## src/rtl/systolic_acc_drain_if.sv

```systemverilog
// Handshake bundle between the systolic multiplier, the accumulate/drain stage
// and the narrow output pins.
interface systolic_acc_drain_if #(
   parameter int unsigned PROD_W = 16,
   parameter int unsigned OUT_W  = 8
);
   logic              prod_valid;
   logic [PROD_W-1:0] prod_data;
   logic              prod_last;
   logic              prod_ready;
   logic              out_valid;
   logic [OUT_W-1:0]  out_data;
   logic              out_last;
   logic              out_ovf;
   logic              out_ready;

   // Environment side: feeds products, consumes bytes.
   modport master (
      output prod_valid, prod_data, prod_last, out_ready,
      input  prod_ready, out_valid, out_data, out_last, out_ovf
   );

   // Accumulate/drain stage side.
   modport slave (
      input  prod_valid, prod_data, prod_last, out_ready,
      output prod_ready, out_valid, out_data, out_last, out_ovf
   );
endinterface

```

## src/rtl/systolic_acc_drain.sv

```systemverilog
// Accumulates multiplier products into a dot-product sum and drains each finished
// sum LSB-first over a narrow valid/ready byte bus, flagging sums that wrapped.
module systolic_acc_drain #(
   parameter int unsigned PROD_W = 16,
   parameter int unsigned ACC_W  = 24,
   parameter int unsigned OUT_W  = 8
) (
   input logic               clk,
   input logic               reset,
   systolic_acc_drain_if.slave bus
);
   localparam int unsigned NBYTES = ACC_W / OUT_W;
   localparam int unsigned CNT_W  = (NBYTES > 1) ? $clog2(NBYTES) : 1;
   localparam int unsigned SUM_W  = ACC_W + 1;

   typedef enum logic {ACC, DRAIN} state_t;

   state_t             state_q, state_d;
   logic [ACC_W-1:0]   acc_q, acc_d;
   logic [ACC_W-1:0]   sreg_q, sreg_d;
   logic [CNT_W-1:0]   cnt_q, cnt_d;
   logic               ovf_q, ovf_d;
   logic               out_ovf_q, out_ovf_d;
   logic               out_last_q, out_last_d;
   logic               prod_ready_q, out_valid_q;
   logic [SUM_W-1:0]   sum_c;

   // One extra bit on the adder exposes the carry out of the accumulator.
   assign sum_c = {1'b0, acc_q} + SUM_W'(bus.prod_data);

   always_ff @(posedge clk) begin
      if (reset) state_q <= ACC;
      else       state_q <= state_d;
   end

   // Next-state and datapath update.
   always_comb begin
      state_d    = state_q;
      acc_d      = acc_q;
      ovf_d      = ovf_q;
      sreg_d     = sreg_q;
      cnt_d      = cnt_q;
      out_ovf_d  = out_ovf_q;
      out_last_d = out_last_q;
      case (state_q)
         ACC: begin
            if (bus.prod_valid) begin
               if (bus.prod_last) begin
                  sreg_d     = sum_c[ACC_W-1:0];
                  out_ovf_d  = ovf_q | sum_c[ACC_W];
                  acc_d      = '0;
                  ovf_d      = 1'b0;
                  cnt_d      = CNT_W'(NBYTES - 1);
                  out_last_d = (NBYTES == 1);
                  state_d    = DRAIN;
               end else begin
                  acc_d = sum_c[ACC_W-1:0];
                  ovf_d = ovf_q | sum_c[ACC_W];
               end
            end
         end
         DRAIN: begin
            if (bus.out_ready) begin
               sreg_d = sreg_q >> OUT_W;
               if (out_last_q) begin
                  cnt_d      = '0;
                  out_ovf_d  = 1'b0;
                  out_last_d = 1'b0;
                  state_d    = ACC;
               end else begin
                  cnt_d      = cnt_q - CNT_W'(1);
                  out_last_d = (cnt_q == CNT_W'(1));
               end
            end
         end
         default: state_d = ACC;
      endcase
   end

   // Handshake flags are registered copies of the next state.
   always_ff @(posedge clk) begin
      if (reset) begin
         acc_q        <= '0;
         ovf_q        <= 1'b0;
         sreg_q       <= '0;
         cnt_q        <= '0;
         out_ovf_q    <= 1'b0;
         out_last_q   <= 1'b0;
         prod_ready_q <= 1'b1;
         out_valid_q  <= 1'b0;
      end else begin
         acc_q        <= acc_d;
         ovf_q        <= ovf_d;
         sreg_q       <= sreg_d;
         cnt_q        <= cnt_d;
         out_ovf_q    <= out_ovf_d;
         out_last_q   <= out_last_d;
         prod_ready_q <= (state_d == ACC);
         out_valid_q  <= (state_d == DRAIN);
      end
   end

   assign bus.prod_ready = prod_ready_q;
   assign bus.out_valid  = out_valid_q;
   assign bus.out_data   = sreg_q[OUT_W-1:0];
   assign bus.out_last   = out_last_q;
   assign bus.out_ovf    = out_ovf_q;
endmodule

```

## src/flat_wrapper.sv

```systemverilog
// flat-port wrapper written by rule: the top's interface ports become plain ports
module systolic_acc_drain_flat 
#(
   parameter int unsigned PROD_W = 16,
   parameter int unsigned ACC_W  = 24,
   parameter int unsigned OUT_W  = 8
)
  (clk, reset, bus_prod_valid, bus_prod_data, bus_prod_last, bus_out_ready, bus_prod_ready, bus_out_valid, bus_out_data, bus_out_last, bus_out_ovf);
  systolic_acc_drain_if #(.PROD_W(PROD_W), .OUT_W(OUT_W)) bus_i ();
  input logic clk;
  input logic reset;
  input wire logic [$bits(bus_i.prod_valid)-1:0] bus_prod_valid;
  input wire logic [$bits(bus_i.prod_data)-1:0] bus_prod_data;
  input wire logic [$bits(bus_i.prod_last)-1:0] bus_prod_last;
  input wire logic [$bits(bus_i.out_ready)-1:0] bus_out_ready;
  output wire logic [$bits(bus_i.prod_ready)-1:0] bus_prod_ready;
  output wire logic [$bits(bus_i.out_valid)-1:0] bus_out_valid;
  output wire logic [$bits(bus_i.out_data)-1:0] bus_out_data;
  output wire logic [$bits(bus_i.out_last)-1:0] bus_out_last;
  output wire logic [$bits(bus_i.out_ovf)-1:0] bus_out_ovf;
  assign bus_i.prod_valid = bus_prod_valid;
  assign bus_i.prod_data = bus_prod_data;
  assign bus_i.prod_last = bus_prod_last;
  assign bus_i.out_ready = bus_out_ready;
  assign bus_prod_ready = bus_i.prod_ready;
  assign bus_out_valid = bus_i.out_valid;
  assign bus_out_data = bus_i.out_data;
  assign bus_out_last = bus_i.out_last;
  assign bus_out_ovf = bus_i.out_ovf;
  systolic_acc_drain #(.PROD_W(PROD_W), .ACC_W(ACC_W), .OUT_W(OUT_W)) u_core (.clk(clk), .reset(reset), .bus(bus_i));
endmodule
```

## config.mk

```make
export PLATFORM = sky130hd
export DESIGN_NAME = systolic_acc_drain_flat
export DESIGN_NICKNAME = d
export VERILOG_FILES = /design/src/rtl/systolic_acc_drain_if.sv /design/src/rtl/systolic_acc_drain.sv /design/src/flat_wrapper.sv
export SDC_FILE = /design/constraint.sdc
export NUM_CORES = 1
export LEC_CHECK = 0
export ABC_CLOCK_PERIOD_IN_PS = 5900
export CORE_MARGIN = 2
export CORE_UTILIZATION = 35
export DETAILED_ROUTE_END_ITERATION = 12
export GPL_TIMING_DRIVEN = 1
export MAX_ROUTING_LAYER = met4
export PLACE_DENSITY_LB_ADDON = 0.25
export SYNTH_ARGS = -nofsm -noshare
export SYNTH_HDL_FRONTEND = slang
export SYNTH_SLANG_ARGS = --single-unit
```

## constraint.sdc

```tcl
create_clock -name clk -period 5.9 [get_ports clk]
set_clock_uncertainty 0.15 [all_clocks]
set_input_delay 0.885 -clock clk [delete_from_list [all_inputs] [get_ports clk]]
set_output_delay 0.885 -clock clk [all_outputs]
set_load 0.01 [all_outputs]
```

==> impl_results.md <==
* Synth warn at 0
* Critical Path RT at around 6 ns
* Post-Syn Area at 3360 um2
* Final nets at 456
* R2R Path End: u_core.sreg_q[2]$_SDFFE_PP0P_
* Non-Filler Instances at between 500 and 600
* Hold endpoint: u_core.sreg_q[21]$_SDFFE_PP0P_
* Crit start category: primary input
* FF-to-FF setup slack at just over 3 ns
* CTS Sinks at between 50 and 60
* Hold path cells at 2
* Layout cell share with drive strength beyond 1 at under 10%
* Worst R2R Start: u_core.bus.out_valid$_SDFF_PP0_
* Die outline height at between 100 and 150 um
* Initial antenna violation count at 0
* Most common cell after layout, fill and taps aside: dfxtp_1
* CTS tree: yes
* Avg Vias per Cell at 5.43
* Final setup fails at 0
* Register bit total from synthesis at 55
* CTS buffer count at 5
* Hold path start: u_core.sreg_q[21]$_SDFFE_PP0P_
* Post-CTS Resized at 0
* Largest net degree at the start of global routing at 52
* Fillers at 959
* Worst path slowest cell: fa_1
* Setup TNS at 0 ns
* Power Dens Cells at 221 nW/um2
* ANT cells at 0
* DRC viols at 0
* Routed wire length at 8390 um
* H-Tree Depth at 2
* EDFF count, synth at 0
* Starting Density at 36.1%
* R2R depth at 6
* Die width at around 100 um
* Number of global-route vias before repair at 2,804
* Worst hold path type: reg -> reg
* Arr. time, crit path at 3.56 ns
* # Post-CTS Setup Buffers at 0
* First-pass GRT wire length at 13,900 um
* DP HPWL at 6260 um
* RSZ-0062 raised after global routing: false
* Mapped Cells at 409
* Syn nets at approximately 450
* Clock slew at reported path FFs at 0.11 ns
* P&R area growth vs syn at 11.8%
* Critical path's most frequent cell: a31o_1
* Drt wl/cell at 15.3 um
* Max cap viols at 0
* Tot Pwr at roughly 0.83 mW
* Number of I/O pins at 33
* Slew HR at 37.3%
* Final period util at ~59%
* CP Capture Type: flop
* Detailed Routing Iterations Pass 1 at 4
* Async SR Flop Fraction at 0%
* Post-synth cell types at 59
* Die area at ~10,000 um2
* Skew-Pair Late Insertion Delay at 0.31 ns
* GRT Overall Usage at 17.6%
* Worst-margin pin slew at 0.937 ns
* Max stage delay on crit path at 0.41 ns
* CP Max Fanout at 6
* GRT overflow at 0
* Core area at 9280 um2
* Commonest cells after routing, fill and taps aside: dfxtp_1, nand2_1, nor2_1
* Via count at approximately 3,000
* Row count at 35
* Cells along the critical path: clkdlybuf4s50_1 -> ha_1 -> fa_1 -> a21o_1 -> a31o_1 -> a31o_1 -> nor3_2 -> o22ai_1 -> a211o_1 -> a31oi_1
* # port buffers at 32
* Post-CTS Hold Buffers at 0
* VDD IR max at 0.107 mV
* DP Cell Count at 539
* Gpl congestion at about 0.91
* Number of nets with antenna violations after routing at 0
* Post-synthesis area per instance at 8.20 um2
* Fin. Hold Viols at 0
* Status: finished, final reports clean
* Top FF cell, synth: dfxtp_1
* Fmax at 288 MHz
* Post-route minimum period at 3.47 ns
* 1st-iter DRT viols at approximately 160
* Clock Path Buffers at 2
* Seq/Total Area, Yosys at between 30 and 40%
* Leak Pwr at 1.37 nW
* Root Driver: clkbuf_8
* Crit path kind: in -> reg
* Slew Viols, Final at 0
per-layer routing:
metal / track usage, % / share of wire [%]
met4: 7.28 / 3.0
met5: - / 0
met2: 27.9 / 46
met3: 3.15 / 4.5
met1: 22.2 / 46
stage by stage:
stage	utilization [%]	worst slack, ns	hold slack, ns	cell area (um2)
final	40.4	2.43	0.307	3750
after CTS	40.4	2.46	0.308	3750
after detailed placement	39.4	2.14	0.291	3660
after global routing	40.4	2.27	0.338	3750
after global placement	39.4	2.19	0.290	3660
after floorplan	-	2.75	0.275	3360
where the power goes:
part | switching [mW] | internal, mW | total [mW]
Sequential | 0.0138 | 0.392 | 0.406
Clock | 0.138 | 0.0870 | 0.225
Combinational | 0.115 | 0.0826 | 0.198
kinds of logic (layout without fill, tap and decap cells):
kind of cell	count (synthesis)	after routing	synth area share, %
muxes	8	8	2.39
adders and majority gates	18	18	6.94
xor gates and xnor gates	17	17	4.44
buffers and inverters	47	56	7.35
AOI/OAI and AO/OA	118	118	24.5
and+or+nand+nor	146	146	21.6
DFF	55	55	32.8
synth_stat cells, drive strengths merged, types with 4 or more instances:
| master | instances | share of area [%] |
|---|---|---|
| o21ai | 15 | 2.2 |
| and3 | 6 | 1.1 |
| nand4 | 6 | 1.1 |
| nand3 | 7 | 1.0 |
| xnor2 | 13 | 3.4 |
| nand3b | 4 | 0.89 |
| a22oi | 10 | 2.2 |
| a21oi | 37 | 5.7 |
| nand2 | 46 | 5.1 |
| mux2i | 8 | 2.4 |
| buf | 20 | 4.3 |
| nand2b | 7 | 1.3 |
| a211oi | 9 | 2.0 |
| dfxtp | 55 | 33 |
| a21o | 5 | 1.1 |
| xor2 | 4 | 1.0 |
| a311oi | 5 | 1.3 |
| ha | 17 | 6.3 |
| o211ai | 4 | 0.89 |
| a31oi | 8 | 1.5 |
| inv | 13 | 1.5 |
| nor3 | 14 | 2.2 |
| clkbuf | 14 | 1.6 |
| a32o | 4 | 1.2 |
| nor2 | 37 | 4.1 |
worst max-delay path: cells and delay by family:
kind	cells	cell delay, ns
adder cells (fa/ha/maj)	2	0.63
buffers and inverters	1	0.40
AO/OA/AOI/OAI	6	1.41
AND/OR/NAND/NOR	1	0.22
worst max path at each step:
stage	start	to	slack [ns]	cells after the start
4_1_cts	bus_prod_data[0]	u_core.acc_q[22]$_SDFFE_PP0P_	2.46	10
5_1_grt	bus_prod_data[0]	u_core.bus.out_ovf$_SDFFE_PP0P_	2.27	10
3_3_place_gp	bus_prod_data[0]	u_core.bus.out_ovf$_SDFFE_PP0P_	2.19	10
2_1_floorplan	bus_prod_data[0]	u_core.acc_q[22]$_SDFFE_PP0P_	2.75	9
6_report	bus_prod_data[0]	u_core.acc_q[22]$_SDFFE_PP0P_	2.43	10
3_5_place_dp	bus_prod_data[0]	u_core.acc_q[22]$_SDFFE_PP0P_	2.14	10
layout make-up:
cell class	instances	area (um2)	share of cell area [%]
flip-flops and latches	55	1100	29.4
clock buffers	5	68.8	1.83
repair buffers	35	338	9.01
multi-input cells	307	2010	53.5
well taps	129	161	4.30
clock inverters	3	25.0	0.667
inverters	13	48.8	1.30
registers in the layout (all words and copies together), names as in the netlist:
signal                 flops
u_core.ovf_q               1
u_core.bus.out_valid       1
u_core.bus.out_last        1
u_core.cnt_q               2
u_core.bus.out_ovf         1
u_core.bus.prod_ready      1
u_core.acc_q              24
u_core.sreg_q             24
Note: power is estimated with default switching activity, not from simulation.
